File: src/rtl/pipe_pkg.sv
// pipe_pkg: shared types and constants for the pipeline sequencing controller
package pipe_pkg;
  typedef enum logic [1:0] {RUN, FREEZE, HALT} state_t;
  localparam logic [4:0] REG_ZERO = 5'd0;
  typedef struct packed {
    logic pc_en;
    logic ifid_en;
    logic ifid_flush;
    logic idex_en;
    logic idex_flush;
    logic exmem_en;
  } ctrl_t;
endpackage

File: src/rtl/sat_counter.sv
// sat_counter: event counter that sticks at all-ones instead of wrapping
module sat_counter #(
  parameter int W = 32
) (
  input  logic         clk,
  input  logic         reset,
  input  logic         inc,
  input  logic         clear,
  output logic [W-1:0] count
);
  // count up on inc, hold at all-ones
  always_ff @(posedge clk or posedge reset)
    if (reset) count <= '0;
    else if (clear) count <= '0;
    else if (inc && count != '1) count <= count + W'(1);
endmodule

File: src/rtl/hazard_ctrl.sv
// hazard_ctrl: load-use bubbles, branch squashes, memory freezes and timeout watchdog
module hazard_ctrl
  import pipe_pkg::*;
#(
  parameter int CNT_W   = 32,
  parameter int TIMEOUT = 1024
) (
  input  logic             clk,
  input  logic             reset,
  input  logic [4:0]       ifid_rs,
  input  logic [4:0]       ifid_rt,
  input  logic             ifid_uses_rt,
  input  logic             idex_mem_read,
  input  logic [4:0]       idex_rt,
  input  logic             branch_taken,
  input  logic             mem_busy,
  output logic             pc_en,
  output logic             ifid_en,
  output logic             ifid_flush,
  output logic             idex_en,
  output logic             idex_flush,
  output logic             exmem_en,
  output logic [CNT_W-1:0] stall_cnt,
  output logic [CNT_W-1:0] flush_cnt,
  output logic             mem_timeout,
  output logic             halted
);
  localparam int FW = TIMEOUT > 1 ? $clog2(TIMEOUT) : 1;
  localparam logic [FW-1:0] LAST = FW'(TIMEOUT > 0 ? TIMEOUT - 1 : 0);

  state_t        state;
  logic [FW-1:0] freeze_cnt;
  logic          load_use;
  ctrl_t         c;

  assign load_use = idex_mem_read && idex_rt != REG_ZERO &&
                    (idex_rt == ifid_rs || (ifid_uses_rt && idex_rt == ifid_rt));

  // priority: halt/reset, freeze, branch squash, load-use bubble, normal flow
  always_comb
    c = (reset || state == HALT || mem_busy) ? ctrl_t'(6'b000000) :
        branch_taken ? ctrl_t'(6'b111111) :
        load_use     ? ctrl_t'(6'b000111) : ctrl_t'(6'b110101);

  assign pc_en      = c.pc_en;
  assign ifid_en    = c.ifid_en;
  assign ifid_flush = c.ifid_flush;
  assign idex_en    = c.idex_en;
  assign idex_flush = c.idex_flush;
  assign exmem_en   = c.exmem_en;

  // sequencing FSM with consecutive-busy watchdog; HALT exits only via reset
  always_ff @(posedge clk or posedge reset)
    if (reset) begin
      state       <= RUN;
      freeze_cnt  <= '0;
      mem_timeout <= 1'b0;
      halted      <= 1'b0;
    end else if (state != HALT) begin
      if (!mem_busy) begin
        state      <= RUN;
        freeze_cnt <= '0;
      end else if (TIMEOUT != 0 && freeze_cnt == LAST) begin
        state       <= HALT;
        halted      <= 1'b1;
        mem_timeout <= 1'b1;
      end else begin
        state      <= FREEZE;
        freeze_cnt <= freeze_cnt + FW'(1);
      end
    end

  sat_counter #(.W(CNT_W)) u_stall (
    .clk(clk), .reset(reset), .clear(1'b0),
    .inc(state != HALT && (mem_busy || (!branch_taken && load_use))),
    .count(stall_cnt)
  );

  sat_counter #(.W(CNT_W)) u_flush (
    .clk(clk), .reset(reset), .clear(1'b0),
    .inc(state != HALT && !mem_busy && branch_taken),
    .count(flush_cnt)
  );
endmodule

File: config.mk
export PLATFORM = sky130hd
export DESIGN_NAME = hazard_ctrl
export DESIGN_NICKNAME = d
export VERILOG_FILES = /design/src/rtl/pipe_pkg.sv /design/src/rtl/sat_counter.sv /design/src/rtl/hazard_ctrl.sv
export SDC_FILE = /design/constraint.sdc
export NUM_CORES = 1
export LEC_CHECK = 0
export CORE_UTILIZATION = 54
export DETAILED_ROUTE_END_ITERATION = 12
export PLACE_DENSITY = 0.94
export SLEW_MARGIN = 5
export SYNTH_ARGS = -nofsm -noshare
export SYNTH_HDL_FRONTEND = slang
export SYNTH_SLANG_ARGS = --single-unit
File: constraint.sdc
create_clock -name clk -period 6 [get_ports clk]
set_input_delay 1.2 -clock clk [delete_from_list [all_inputs] [get_ports clk]]
set_output_delay 1.2 -clock clk [all_outputs]
set_load 0.005 [all_outputs]
# Word level (Yosys, flattened, before mapping)
# Index checks and enable logic that the tools add are counted.
# totals
reg_bits,77
latch_bits,0
ram_bits,0
rom_bits,0
input_bits,21
out_inout_bits,72
wordCells,41
memories,0
# op_classes
add_sub_neg,3
n_mul,0
n_div,0
magnitude_cmp,0
eq_ne,8
n_shift,0
n_mux,7
n_bitwise,0
reduce_logical,18
# op_table
op,count
$add A32 B1 Y32 const B,2
$ne A32 B32 Y1 const B,2
$mux W10,2
$mux W6,3
$add A10 B1 Y10 const B,1
$eq A10 B10 Y1 const B,1
$eq A5 B5 Y1,2
$logic_and A1 B1 Y1,9
$reduce_bool A5 Y1,1
$logic_or A1 B1 Y1,4
$mux W2,2
$ne A2 B2 Y1 const B,2
$reduce_and A3 Y1,1
$eq A2 B2 Y1 const B,1
$logic_not A1 Y1,2
$reduce_and A2 Y1,1

# Depth between registers and ports, before layout
# logic_depth
ltp_word,8
mapped_depth,9
mapped_depth_nobuf,8

# By module
# From an unflattened synthesis, not the netlist that was laid out.
# hier_totals
hier_cells,466
hier_area_um2,4371.7
# by_module_without_submodules
module,n_inst,cells_per_inst,area_per_inst_um2,seq_area_each_um2
sat_counter,2,186,1740.4,800.8
hazard_ctrl,1,94,890.9,325.3

# Worst setup path after synthesis
# Ideal clock, no wire load.
# synth_timing
path_kind,input port to output port
startpoint,input port idex_rt[1]
endpoint,output port pc_en
arrival_time_ns,2.368
required_ns,4.800
slack_ns,2.432
stages,5
cell_sequence,or4_1 -> o21ai_2 -> nor2b_1 -> a21boi_0 -> buf_4
# synth_between
elab_chain_cells,7
elab_cells_between_ends,10
cone_classes,2 x eq/ne; 3 x mux; 5 x reduce/logical
# synth_rtl
item,line,text
start: declaration,hazard_ctrl.sv:14,"input logic [4:0] idex_rt,"
$eq A5 B5 Y1,hazard_ctrl.sv:37,(idex_rt == ifid_rs || (ifid_uses_rt && idex_rt == ifid_rt));
$logic_and A1 B1 Y1,hazard_ctrl.sv:37,
$logic_or A1 B1 Y1,hazard_ctrl.sv:37,
$logic_and A1 B1 Y1 (*),hazard_ctrl.sv:36,assign load_use = idex_mem_read && idex_rt != REG_ZERO &&
$mux W6 (*),hazard_ctrl.sv:43,load_use ? ctrl_t'(6'b000111) : ctrl_t'(6'b110101);
$mux W6 (*),hazard_ctrl.sv:42,branch_taken ? ctrl_t'(6'b111111) :
$mux W6 (*),hazard_ctrl.sv:41,c = (reset || state == HALT || mem_busy) ? ctrl_t'(6'b000000) :
end: declaration,hazard_ctrl.sv:17,"output logic pc_en,"
# Mark *: on every way between the ends. The rest lies on a longest branch, timed or not.

# Final worst setup path
# layout_timing
startpoint,input port idex_rt[1]
endpoint,output port idex_flush
# layout_between
elab_chain_cells,7
elab_cells_between_ends,10
cone_classes,2 x eq/ne; 3 x mux; 5 x reduce/logical
# layout_rtl
item,line,text
$eq A5 B5 Y1,hazard_ctrl.sv:37,
$logic_and A1 B1 Y1,hazard_ctrl.sv:37,
$logic_or A1 B1 Y1,hazard_ctrl.sv:37,
$logic_and A1 B1 Y1 (*),hazard_ctrl.sv:36,
$mux W6 (*),hazard_ctrl.sv:43,
$mux W6 (*),hazard_ctrl.sv:42,
$mux W6 (*),hazard_ctrl.sv:41,
end: declaration,hazard_ctrl.sv:21,"output logic idex_flush,"
# Marked as above.

==> impl_metrics.json <==
{
  "grt.overflow.total": 0,
  "start_util": 0.558,
  "rows": 31,
  "irDropWorstVdd_v": 0.000215,
  "synth_edf_count": 0,
  "synth.distinct_cells": 51,
  "io_buffers": 92,
  "numCtsBuffers": 9,
  "period_share": 0.763,
  "place_area_um2": 4990,
  "outcome": "complete, no violations",
  "hold_viol": 0,
  "grt_pass1_wl_um": 15500,
  "post_cts_buffers": 0,
  "power_density_nw_per_um2": 260,
  "dieArea_um2": 7800,
  "cts_buffer_depth": 2,
  "synth_area_per_cell_um2": 10.4,
  "antenna_found_initial": 0,
  "slew_violations": 0,
  "htree_levels": 3,
  "hold_ws_ns": 0.497,
  "die_h_um": 88.3,
  "worstPathRequired_ns": 4.80,
  "final_area_um2": 5190,
  "netlist_top_cells_area": "dfrtp_1 (48%), xor2_1 (8.3%), xnor2_1 (7.8%)",
  "coreArea_um2": 7210,
  "cts.hold.buffers_added": 0,
  "hold_class": "flop to flop",
  "area_growth_pct": 29.1,
  "synth.yosys.seq_area_share": 0.479,
  "slew-limit-headroom": 0.322,
  "root_buffer": "clkbuf_8",
  "syn-num-nets": 411,
  "fp.dieW_um": 88.3,
  "initialDrtViolationCount": 296,
  "routedWlPerCell_um": 16.5,
  "synth_seq_cells": 77,
  "insertion_delay_ns": 0.35,
  "yosys_most_used_dff": "dfrtp_1",
  "cts_sinks": 77,
  "drive_above_1_share": 0.0851,
  "grt.total_usage": 0.258,
  "syn-cell-area_um2": 4020,
  "cts_tree": "built",
  "nNetsFinal": 503,
  "synth-async-reset-ratio": 1.00,
  "clkTransAtPathRegs_ns": 0.08,
  "n_antenna_cell": 0,
  "yosysWarnings": 0,
  "wl_um": 9610,
  "seqCellArea_um2": 1930,
  "drc_errors": 0,
  "syn_inst": 387,
  "maxCapViolCount": 0,
  "fin_setup_tns_ns": 0,
  "p_leak_nw": 2.07,
  "fin_util": 0.720,
  "cp-start-kind": "primary input",
  "grt_max_degree": 78,
  "via_per_inst": 5.77,
  "firstDrtPassIters": 5,
  "grt_pass1_vias": 3186,
  "cts.repair.resized": 0,
  "multiInputGateArea_um2": 1980,
  "cp_data_arrival_time_ns": 3.38,
  "endpoint_kind": "output port",
  "synthTopCellsByCount": "dfrtp_1 (77), nand2_1 (43), xor2_1 (38), xnor2_1 (36), nand3_1 (27)",
  "synth_top_area_share": 0.479,
  "cp_max_fo": 3,
  "finalSetupViolCount": 0,
  "rsz0062_at_grt": "false",
  "period_minus_slack_ns": 4.58,
  "gp_congestion": 0.878,
  "dp_hpwl_um": 6910,
  "yosysTopAreaCell": "dfrtp_1",
  "worstSetupPathType": "primary input to output port",
  "ioPinCount": 93,
  "ant_nets": 0,
  "max_freq_mhz": 218,
  "fin_skew_ns": 0.00962,
  "vias": 3355,
  "worstMarginPinSlew_ns": 1.02,
  "n_fill_cell": 488,
  "synth_most_common_cell": "dfrtp_1"
}
[layer usage]
layer  GRT usage  up-vias  wire length (um)
li1            -     1545                 -
met4       0.117        0               197
met5           0        -                 0
met1       0.343     1649              4000
met2       0.417      139              4880
met3      0.0438       22               527
[layout make-up]
| cell class | count | share of cell area |
|---|---|---|
| tap | 99 | 0.0238 |
| inverter | 8 | 0.00578 |
| multi-input combinational | 290 | 0.382 |
| clock buffer | 9 | 0.0238 |
| sequential | 77 | 0.371 |
| clock inverter | 5 | 0.0149 |
| timing repair buffer | 93 | 0.179 |
[flip-flops by register name, indices dropped and copies added, names as in the netlist]
signal	count
u_flush.count	32
state	2
freeze_cnt	10
u_stall.count	32
halted	1
[through the flow]
step	setup WS, ns	cells	power, mW
floorplan	2.43	387	0.772
global placement	1.54	567	0.930
detailed placement	1.48	567	0.943
CTS	1.46	581	1.35
global route	1.29	581	1.41
finish	1.42	581	1.35
[kinds of logic (layout without fill, tap and decap cells)]
| logic type | Yosys count | in the layout | share of synthesized area |
|---|---|---|---|
| and+or+nand+nor | 182 | 182 | 0.262 |
| AOI/OAI and AO/OA | 29 | 29 | 0.0551 |
| xor gates and xnor gates | 74 | 74 | 0.161 |
| adders and majority gates | 3 | 3 | 0.00933 |
| muxes | 2 | 2 | 0.00560 |
| DFF | 77 | 77 | 0.479 |
| buffers and inverters | 20 | 115 | 0.0280 |
[worst paths after layout]
path                              startpoint                end  slack [ns]  cells past startpoint
max                               idex_rt[1]         idex_flush        1.42                      7
max reg2reg                 u_stall.count[5]   u_stall.count[1]        3.18                      6
min                        u_flush.count[31]  u_flush.count[31]        0.50                      1
min reg2reg                u_flush.count[31]  u_flush.count[31]        0.50                      1
min in group asynchronous              reset  u_flush.count[15]        1.52                      3
max in group asynchronous              reset   u_stall.count[1]        3.89                      3
[worst max-delay path: stages]
cell and delay, ns:
clkdlybuf4s50_1 0.47, xnor2_1 0.23, nand3_1 0.13, o22ai_1 0.40, nor2b_1 0.31, o21a_1 0.14, clkdlybuf4s50_1 0.49
[placed cells by master, fill, tap and decap left out, types with 2 or more instances in the layout]
cell and instances:
nor3_2 3, nand2_1 43, nor2_1 23, xnor2_1 36, a21o_1 3, o21ai_0 11
xor2_1 38, or3_1 2, nor4b_1 2, clkbuf_8 9, nand3_1 27, dfrtp_1 77
clkdlybuf4s50_1 92, nor3_1 20, bufinv_16 2, nand4_1 15, ha_1 3, nand2b_1 3
inv_1 7, and3_1 8, nor4_2 9, o31ai_1 2, nor2b_1 4, and4_1 7
nor4_1 6, clkinv_2 2
[report_power, final]
part / internal, mW / total, mW / switching [mW]
logic: 0.168 / 0.278 / 0.110
registers: 0.578 / 0.660 / 0.0818
clock network: 0.228 / 0.415 / 0.187
Power figures use the tool's default switching activity.
